===== src/rtl/cpu7_ifu_fdpq.sv =====
// Fetch FSM plus circular instruction buffer: one fetch request in flight, up to FETCH_W instructions per response.
// Enqueued entries reach the decode head one cycle later; decode back-pressure only withholds fetch credits.
module cpu7_ifu_fdpq #(
  parameter int FETCH_W         = 4,
  parameter int IBUF_DEPTH      = 8,
  parameter int LSOC1K_PRU_HINT = 4
) (
  input  logic                       clock,
  input  logic                       reset,
  input  logic [31:0]                pc_init,
  output logic                       inst_req,
  output logic [31:0]                inst_addr,
  input  logic                       inst_addr_ok,
  input  logic                       inst_valid,
  input  logic [1:0]                 inst_count,
  input  logic [32*FETCH_W-1:0]      inst_rdata,
  input  logic                       inst_ex,
  input  logic [5:0]                 inst_exccode,
  output logic                       inst_cancel,
  input  logic                       br_cancel,
  input  logic [31:0]                br_target,
  output logic                       o_port0_valid,
  input  logic                       o_port0_ready,
  output logic [31:0]                o_port0_inst,
  output logic [31:0]                o_port0_pc,
  output logic                       o_port0_ex,
  output logic [5:0]                 o_port0_exccode,
  output logic [LSOC1K_PRU_HINT-1:0] o_port0_hint,
  output logic                       o_port0_taken,
  output logic [29:0]                o_port0_target
);

  localparam int AW = $clog2(IBUF_DEPTH);
  localparam int CW = AW + 1;

  typedef enum logic [2:0] {
    S_INIT,
    S_REQ,
    S_WAIT,
    S_HALT,
    S_DROP
  } state_t;

  state_t          state, state_nxt;
  logic [31:0]     fpc, fpc_nxt;
  logic [AW-1:0]   rd_ptr, wr_ptr;
  logic [CW-1:0]   count, count_nxt, free_cnt;
  logic            rsp_take, deq;
  logic [2:0]      enq_n;

  logic [31:0]     mem_inst [IBUF_DEPTH];
  logic [31:0]     mem_pc   [IBUF_DEPTH];
  logic            mem_ex   [IBUF_DEPTH];
  logic [5:0]      mem_code [IBUF_DEPTH];

  logic [AW-1:0]   wr_idx  [FETCH_W];
  logic [31:0]     wr_inst [FETCH_W];
  logic [31:0]     wr_pc   [FETCH_W];

  // Credit check: a request is only issued when a full-width response is guaranteed to fit.
  assign free_cnt = CW'(IBUF_DEPTH) - count;
  assign inst_req = (state == S_REQ) && (free_cnt >= CW'(FETCH_W));
  assign inst_addr   = fpc;
  assign inst_cancel = br_cancel;

  assign rsp_take = (state == S_WAIT) && inst_valid && !br_cancel;
  assign deq      = o_port0_valid && o_port0_ready && !br_cancel;

  always_comb begin
    enq_n = 3'd0;
    if (rsp_take) begin
      enq_n = inst_ex ? 3'd1 : ({1'b0, inst_count} + 3'd1);
    end
  end

  always_comb begin
    count_nxt = count + CW'(enq_n) - {{(CW-1){1'b0}}, deq};
    if (br_cancel) begin
      count_nxt = '0;
    end
  end

  always_comb begin
    fpc_nxt = fpc;
    if (br_cancel) begin
      fpc_nxt = br_target;
    end else if (state == S_INIT) begin
      fpc_nxt = pc_init;
    end else if (rsp_take && !inst_ex) begin
      fpc_nxt = fpc + {27'd0, enq_n, 2'b00};
    end
  end

  always_comb begin
    state_nxt = state;
    case (state)
      S_INIT: state_nxt = S_REQ;
      S_REQ:  if (inst_req && inst_addr_ok) state_nxt = S_WAIT;
      S_WAIT: if (inst_valid) state_nxt = inst_ex ? S_HALT : S_REQ;
      S_HALT: state_nxt = S_HALT;
      S_DROP: if (inst_valid) state_nxt = S_REQ;
      default: state_nxt = S_INIT;
    endcase
    // A redirect overrides everything; an accepted-but-unanswered request must have its response swallowed.
    if (br_cancel) begin
      if ((state == S_WAIT && !inst_valid) || (state == S_REQ && inst_addr_ok)) begin
        state_nxt = S_DROP;
      end else begin
        state_nxt = S_REQ;
      end
    end
  end

  always_comb begin
    for (int i = 0; i < FETCH_W; i++) begin
      wr_idx[i]  = wr_ptr + AW'(i);
      wr_pc[i]   = fpc + 32'(4 * i);
      wr_inst[i] = inst_ex ? 32'd0 : inst_rdata[32*i +: 32];
    end
  end

  always_ff @(posedge clock or posedge reset) begin
    if (reset) begin
      state  <= S_INIT;
      fpc    <= '0;
      count  <= '0;
      rd_ptr <= '0;
      wr_ptr <= '0;
    end else begin
      state <= state_nxt;
      fpc   <= fpc_nxt;
      count <= count_nxt;
      if (br_cancel) begin
        rd_ptr <= '0;
        wr_ptr <= '0;
      end else begin
        rd_ptr <= rd_ptr + AW'(deq);
        wr_ptr <= wr_ptr + AW'(enq_n);
      end
    end
  end

  always_ff @(posedge clock) begin
    if (rsp_take) begin
      for (int i = 0; i < FETCH_W; i++) begin
        if (i < int'(enq_n)) begin
          mem_inst[wr_idx[i]] <= wr_inst[i];
          mem_pc[wr_idx[i]]   <= wr_pc[i];
          mem_ex[wr_idx[i]]   <= inst_ex;
          mem_code[wr_idx[i]] <= inst_ex ? inst_exccode : 6'd0;
        end
      end
    end
  end

  // Head fields are forced to zero when empty so stale storage never leaks out.
  assign o_port0_valid   = (count != '0);
  assign o_port0_inst    = o_port0_valid ? mem_inst[rd_ptr] : 32'd0;
  assign o_port0_pc      = o_port0_valid ? mem_pc[rd_ptr]   : 32'd0;
  assign o_port0_ex      = o_port0_valid ? mem_ex[rd_ptr]   : 1'b0;
  assign o_port0_exccode = o_port0_valid ? mem_code[rd_ptr] : 6'd0;
  assign o_port0_hint    = '0;
  assign o_port0_taken   = 1'b0;
  assign o_port0_target  = '0;

endmodule

===== config.mk =====
export PLATFORM = sky130hd
export DESIGN_NAME = cpu7_ifu_fdpq
export DESIGN_NICKNAME = d
export VERILOG_FILES = /design/src/rtl/cpu7_ifu_fdpq.sv
export SDC_FILE = /design/constraint.sdc
export NUM_CORES = 2
export LEC_CHECK = 0
export CAP_MARGIN = 20
export CORE_MARGIN = 2
export CORE_UTILIZATION = 40
export DETAILED_ROUTE_END_ITERATION = 10
export GPL_TIMING_DRIVEN = 0
export PLACE_DENSITY = 0.57
export SYNTH_ARGS = -nofsm -noshare
export SYNTH_HDL_FRONTEND = slang
export SYNTH_SLANG_ARGS = --single-unit

===== constraint.sdc =====
create_clock -name clock -period 7.4 [get_ports clock]
set_input_delay 0.74 -clock clock [delete_from_list [all_inputs] [get_ports clock]]
set_output_delay 0.74 -clock clock [all_outputs]
set_load 0.005 [all_outputs]

Word-level counts from Yosys, hierarchy flattened. Memory sizes are Yosys's and may differ from the RTL's. Index checks and enable logic that the tools add are counted.

Register bits after elaboration: 45. RAM bits: 568. Input bits: 207. Output and inout bits: 141. Word-level logic and storage cells: 87. Memories: 4.

$add $sub $neg: 13. $lt $le $gt $ge: 5. Equality and inequality tests: 7. Multiplexer cells: 36. Reductions and logical operators: 17.

Memories: mem_inst (depth 8, width 32, rd ports 1, clocked after memory_dff 0, wr ports 4, line 51) `logic [31:0] mem_inst [IBUF_DEPTH];`; mem_pc (depth 8, width 32, rd ports 1, clocked after memory_dff 0, wr ports 4, line 52) `logic [31:0] mem_pc [IBUF_DEPTH];`; mem_code (depth 8, width 6, rd ports 1, clocked after memory_dff 0, wr ports 4, line 54) `logic [5:0] mem_code [IBUF_DEPTH];`; mem_ex (depth 8, width 1, rd ports 1, clocked after memory_dff 0, wr ports 4, line 53) `logic mem_ex [IBUF_DEPTH];`.

Operators by type and width (number): 2-to-1 mux 32 bit (9); adder 32 x 4 -> 32 bit, second input constant (2); adder 32 x 3 -> 32 bit, second input constant (1); adder 32 x 5 -> 32 bit (1); 2-to-1 mux 3 bit (9); case mux 3 bit (5 select lines) (1); 2-to-1 mux 1 bit (13); 2-to-1 mux 6 bit (2); logical AND 1 bit (9); adder 3 x 2 -> 3 bit, second input constant (2); equality test 3 x 2 -> 1 bit, second input constant (2); < comparator 1 x 3 -> 1 bit, first input constant (2); < comparator 2 x 3 -> 1 bit, first input constant (2); != test 3 bit, second input constant (2); adder 4 x 3 -> 4 bit (1); greater-or-equal comparator 4 x 3 -> 1 bit, second input constant (1); 2-to-1 mux 4 bit (1); nonzero test 4 bit (1); subtractor 4 x 1 -> 4 bit (1); subtractor 4 bit, first input constant (1); adder 2 x 1 -> 3 bit, second input constant (1); adder 3 x 1 -> 3 bit (1); adder 3 x 1 -> 3 bit, second input constant (1); adder 3 bit (1); other kinds (9) (11).

Logic depth before layout (Yosys ltp).
Depth in word-level cells: 8. Gate-level depth with buffers: 15. Gate-level depth less buffers: 11.

Worst setup path before layout. Ideal clock, no wire load.

Kind: input to register. Start point: input port br_cancel. End point: memory mem_code[4][0], enable pin. Library setup time: 0.531 ns. Arrival: 5.606 ns. Slack: 1.263 ns. Cell stages on the path: 5. Cells stage by stage: buf_2 -> nor4b_1 -> o311ai_0 -> or2_2 -> o221ai_1.

RTL lines: start: declaration (line 20) `input logic br_cancel,`; end: declaration (line 54).

==> impl_metrics.py <==
metrics = {
    "outcome": {
        "status": "finished clean",
    },
    "clocking": {
        "tritoncts": "built",
        "post_cts_resized": 0,
        "clockBufferDepth": 3,
        "numCtsBuffers": 74,
        "htreeDepth": 3,
        "post-cts-setup-buffers": 0,
        "clk_latency_ps": 680,
        "cts_root_buf": "clkbuf_16",
        "postCtsHoldBufs": 0,
        "clock-sinks": 613,
        "clkSlewWorstSetupHoldPaths_ps": 60,
    },
    "power_and_ir_drop": {
        "power_mw": 12.2,
        "vdd_ir_drop_max_v": 0.000158,
        "powerDensity_mw_per_mm2": 248,
        "power.leakage_nw": 15.7,
    },
    "layout": {
        "final_cells": 5990,
        "final_common_cell": "edfxtp_1",
        "final_cell_mix": "568 x edfxtp_1, 501 x nand2_1, 467 x nor2_1",
        "drive_above_1_share_pct": 14.0,
        "nets": 4776,
        "regArea_mm2": 0.0182,
        "multiInputGateArea_mm2": 0.0211,
        "fillers": 9640,
        "area_delta_synth_final_pct": 18.7,
    },
    "grt": {
        "globalRouteOverflowTotal": 0,
        "grt_usage_pct": 40.9,
        "grt_first_pass_wirelength_um": 304000,
        "antenna_found_initial": 27,
        "grt_pass1_vias": 37539,
        "grt_max_degree": 40,
    },
    "yosys": {
        "synth_seq_area_share_pct": 43.9,
        "synthCells": 4145,
        "synth_cell_types": 79,
        "synth_seq_cells": 613,
        "yosys_most_used_dff": "edfxtp_1",
        "synth_area_per_cell_um2": 9.98,
        "synth_edf_count": 568,
        "synth_area_mm2": 0.0414,
        "yosys_warnings": 0,
        "synthArstFlopShare_pct": 7.34,
    },
    "timing": {
        "setup_viol": 0,
        "fmax_mhz": 161,
        "rsz0062_at_grt": "no",
        "report.final.slew_viol_count": 0,
        "tightest_slew_ps": 1370,
        "finalSetupTns_ps": 0,
        "finalHoldViolCount": 0,
        "fin_crit_ps": 6200,
        "finalClockSkew_ps": 25.2,
        "max_slew_margin_pct": 8.54,
        "period_share_pct": 83.7,
    },
    "routing": {
        "post_drt_wl_per_cell_um": 37.5,
        "viasPerCell": 6.77,
        "wl_met3_um": 32200,
        "drtAntennaViolNets": 0,
        "top_layer_used": "met5",
        "drc": 0,
        "dr.pass1.iters": 10,
        "vias": 40562,
        "met1_length_um": 87000,
        "finalWirelength_um": 225000,
        "route.met2.wl_um": 92000,
        "first_iter_violations": 7574,
    },
    "placement": {
        "place_congestion": 1.05,
        "dp_hpwl_um": 165000,
        "port_buffers": 182,
        "dp.cells": 5830,
    },
    "die": {
        "die_x_um": 326,
        "ios": 348,
        "start_util_pct": 40.5,
        "die_area_mm2": 0.106,
        "dieHeight_um": 326,
        "rows": 117,
        "coreArea_mm2": 0.102,
    },
    "worst_setup_path": {
        "crit_family": "buffers and inverters",
        "path_class": "register to register",
        "r2r_cells": 16,
        "cp.required_ps": 7810,
        "r2r_setup_slack_ps": 1200,
        "crit_path_frequent_cell": "clkbuf_1",
        "cpPeakStageDelay_ps": 840,
        "cp_num_buf_inv": 11,
        "worst_path_max_delay_cell": "clkbuf_1",
        "cp_data_arrival_time_ps": 6610,
        "crit-reg2reg-launch": "wr_ptr[0]",
        "cp-start-kind": "register",
        "end_kind": "register",
        "r2r-end": "mem_inst[5][24]",
        "cp_max_fo": 10,
        "worstPathCellList": "clkbuf_1, clkbuf_1, inv_1, ha_1, clkbuf_1, nand2_1, buf_1, nor3_1, o21ai_0, clkbuf_1, clkbuf_1, o211ai_1, buf_4, buf_6, buf_4, buf_4",
    },
    "run": {
        "drv_cap": 0,
    },
    "hold_path": {
        "hold_class": "primary input to asynchronous set/reset pin",
    },
}
## kinds of logic after synthesis
| family | count (synthesis) | synth area share, % |
|---|---|---|
| buffers and inverters | 567 | 5.79 |
| adder cells (fa/ha/maj) | 22 | 0.720 |
| AO/OA/AOI/OAI | 1122 | 18.6 |
| XOR/XNOR | 254 | 5.41 |
| other | 1 | 0.00906 |
| flip-flops | 613 | 43.9 |
| multiplexers | 347 | 12.7 |
| AND/OR/NAND/NOR | 1219 | 12.8 |
## sequential cells by signal, indices dropped and copies added (netlist names)
name       cells
inst_addr     32
mem_ex         8
state          3
mem_code      48
wr_ptr         3
rd_ptr         3
mem_inst     256
mem_pc       256
count          4
## cell usage after synthesis, drive strengths merged (24+ instances only)
| master | instances | share of area, % |
|---|---|---|
| nand4 | 37 | 0.57 |
| o221ai | 24 | 0.51 |
| clkbuf | 311 | 2.8 |
| buf | 232 | 2.8 |
| nor4 | 35 | 0.90 |
| o22ai | 178 | 2.7 |
| dfrtp | 45 | 2.7 |
| xnor2 | 148 | 3.2 |
| nand3 | 42 | 0.51 |
| a21o | 39 | 0.71 |
| o21ai | 239 | 2.9 |
| xor2 | 106 | 2.3 |
| nor3 | 46 | 0.59 |
| nand2 | 504 | 4.6 |
| a21oi | 272 | 3.3 |
| mux2i | 204 | 4.9 |
| a221oi | 49 | 1.1 |
| edfxtp | 568 | 41 |
| a22o | 29 | 0.61 |
| mux4 | 142 | 7.7 |
| nor2 | 467 | 4.2 |
| o221a | 131 | 3.6 |
## cell type report
class                   instances  share of cell area, %
inverters                      24                  0.183
flip-flops and latches        613                   37.0
multi-input cells            2999                   42.9
clock buffers                  96                   4.15
plain buffers                 543                   4.71
clock inverters                36                  0.754
diodes                         19                 0.0968
well taps                    1368                   3.49
repair buffers                292                   6.65
## metal layers
layer  vias to the layer above  global-route usage, %
li1                      16306                      -
met1                     20017                   56.2
met2                      3552                   57.4
met3                       679                   13.6
met4                         8                   20.8
met5                         -                      0
## through the flow
step	instance area (um^2)	util [%]	hold WS, ps	setup slack, ps
finish	49100	48.1	345	1200
global route	49100	48.1	372	1160
CTS	48900	47.9	339	1460
detailed placement	46500	45.5	605	1230
global placement	45000	44.1	591	-5580
floorplan	41500	-	556	1260
## worst reg2reg max path, stage by stage, from the launching register on
cell	delay (ps)
dfrtp_1	390
clkbuf_1	270
clkbuf_1	410
inv_1	120
ha_1	300
clkbuf_1	200
nand2_1	170
buf_1	560
nor3_1	130
o21ai_0	430
clkbuf_1	760
clkbuf_1	840
o211ai_1	450
buf_4	340
buf_6	160
buf_4	190
buf_4	200
## how the worst max path moves through the flow
stage / start / cells past startpoint / end
finish: wr_ptr[0] / 16 / mem_inst[5][24]
detailed placement: inst_count[0] / 14 / mem_inst[5][23]
floorplan: br_cancel / 5 / mem_code[4][0]
global route: wr_ptr[0] / 16 / mem_inst[5][24]
CTS: wr_ptr[0] / 16 / mem_inst[5][24]
global placement: inst_ex / 7 / mem_code[4][2]
## power breakdown
part | switching (mW) | internal, mW
sequential | 0.132 | 4.02
combinational | 2.67 | 1.60
clock | 1.60 | 2.16
total | 4.40 | 7.77
Note: power is estimated with default switching activity, not from simulation.
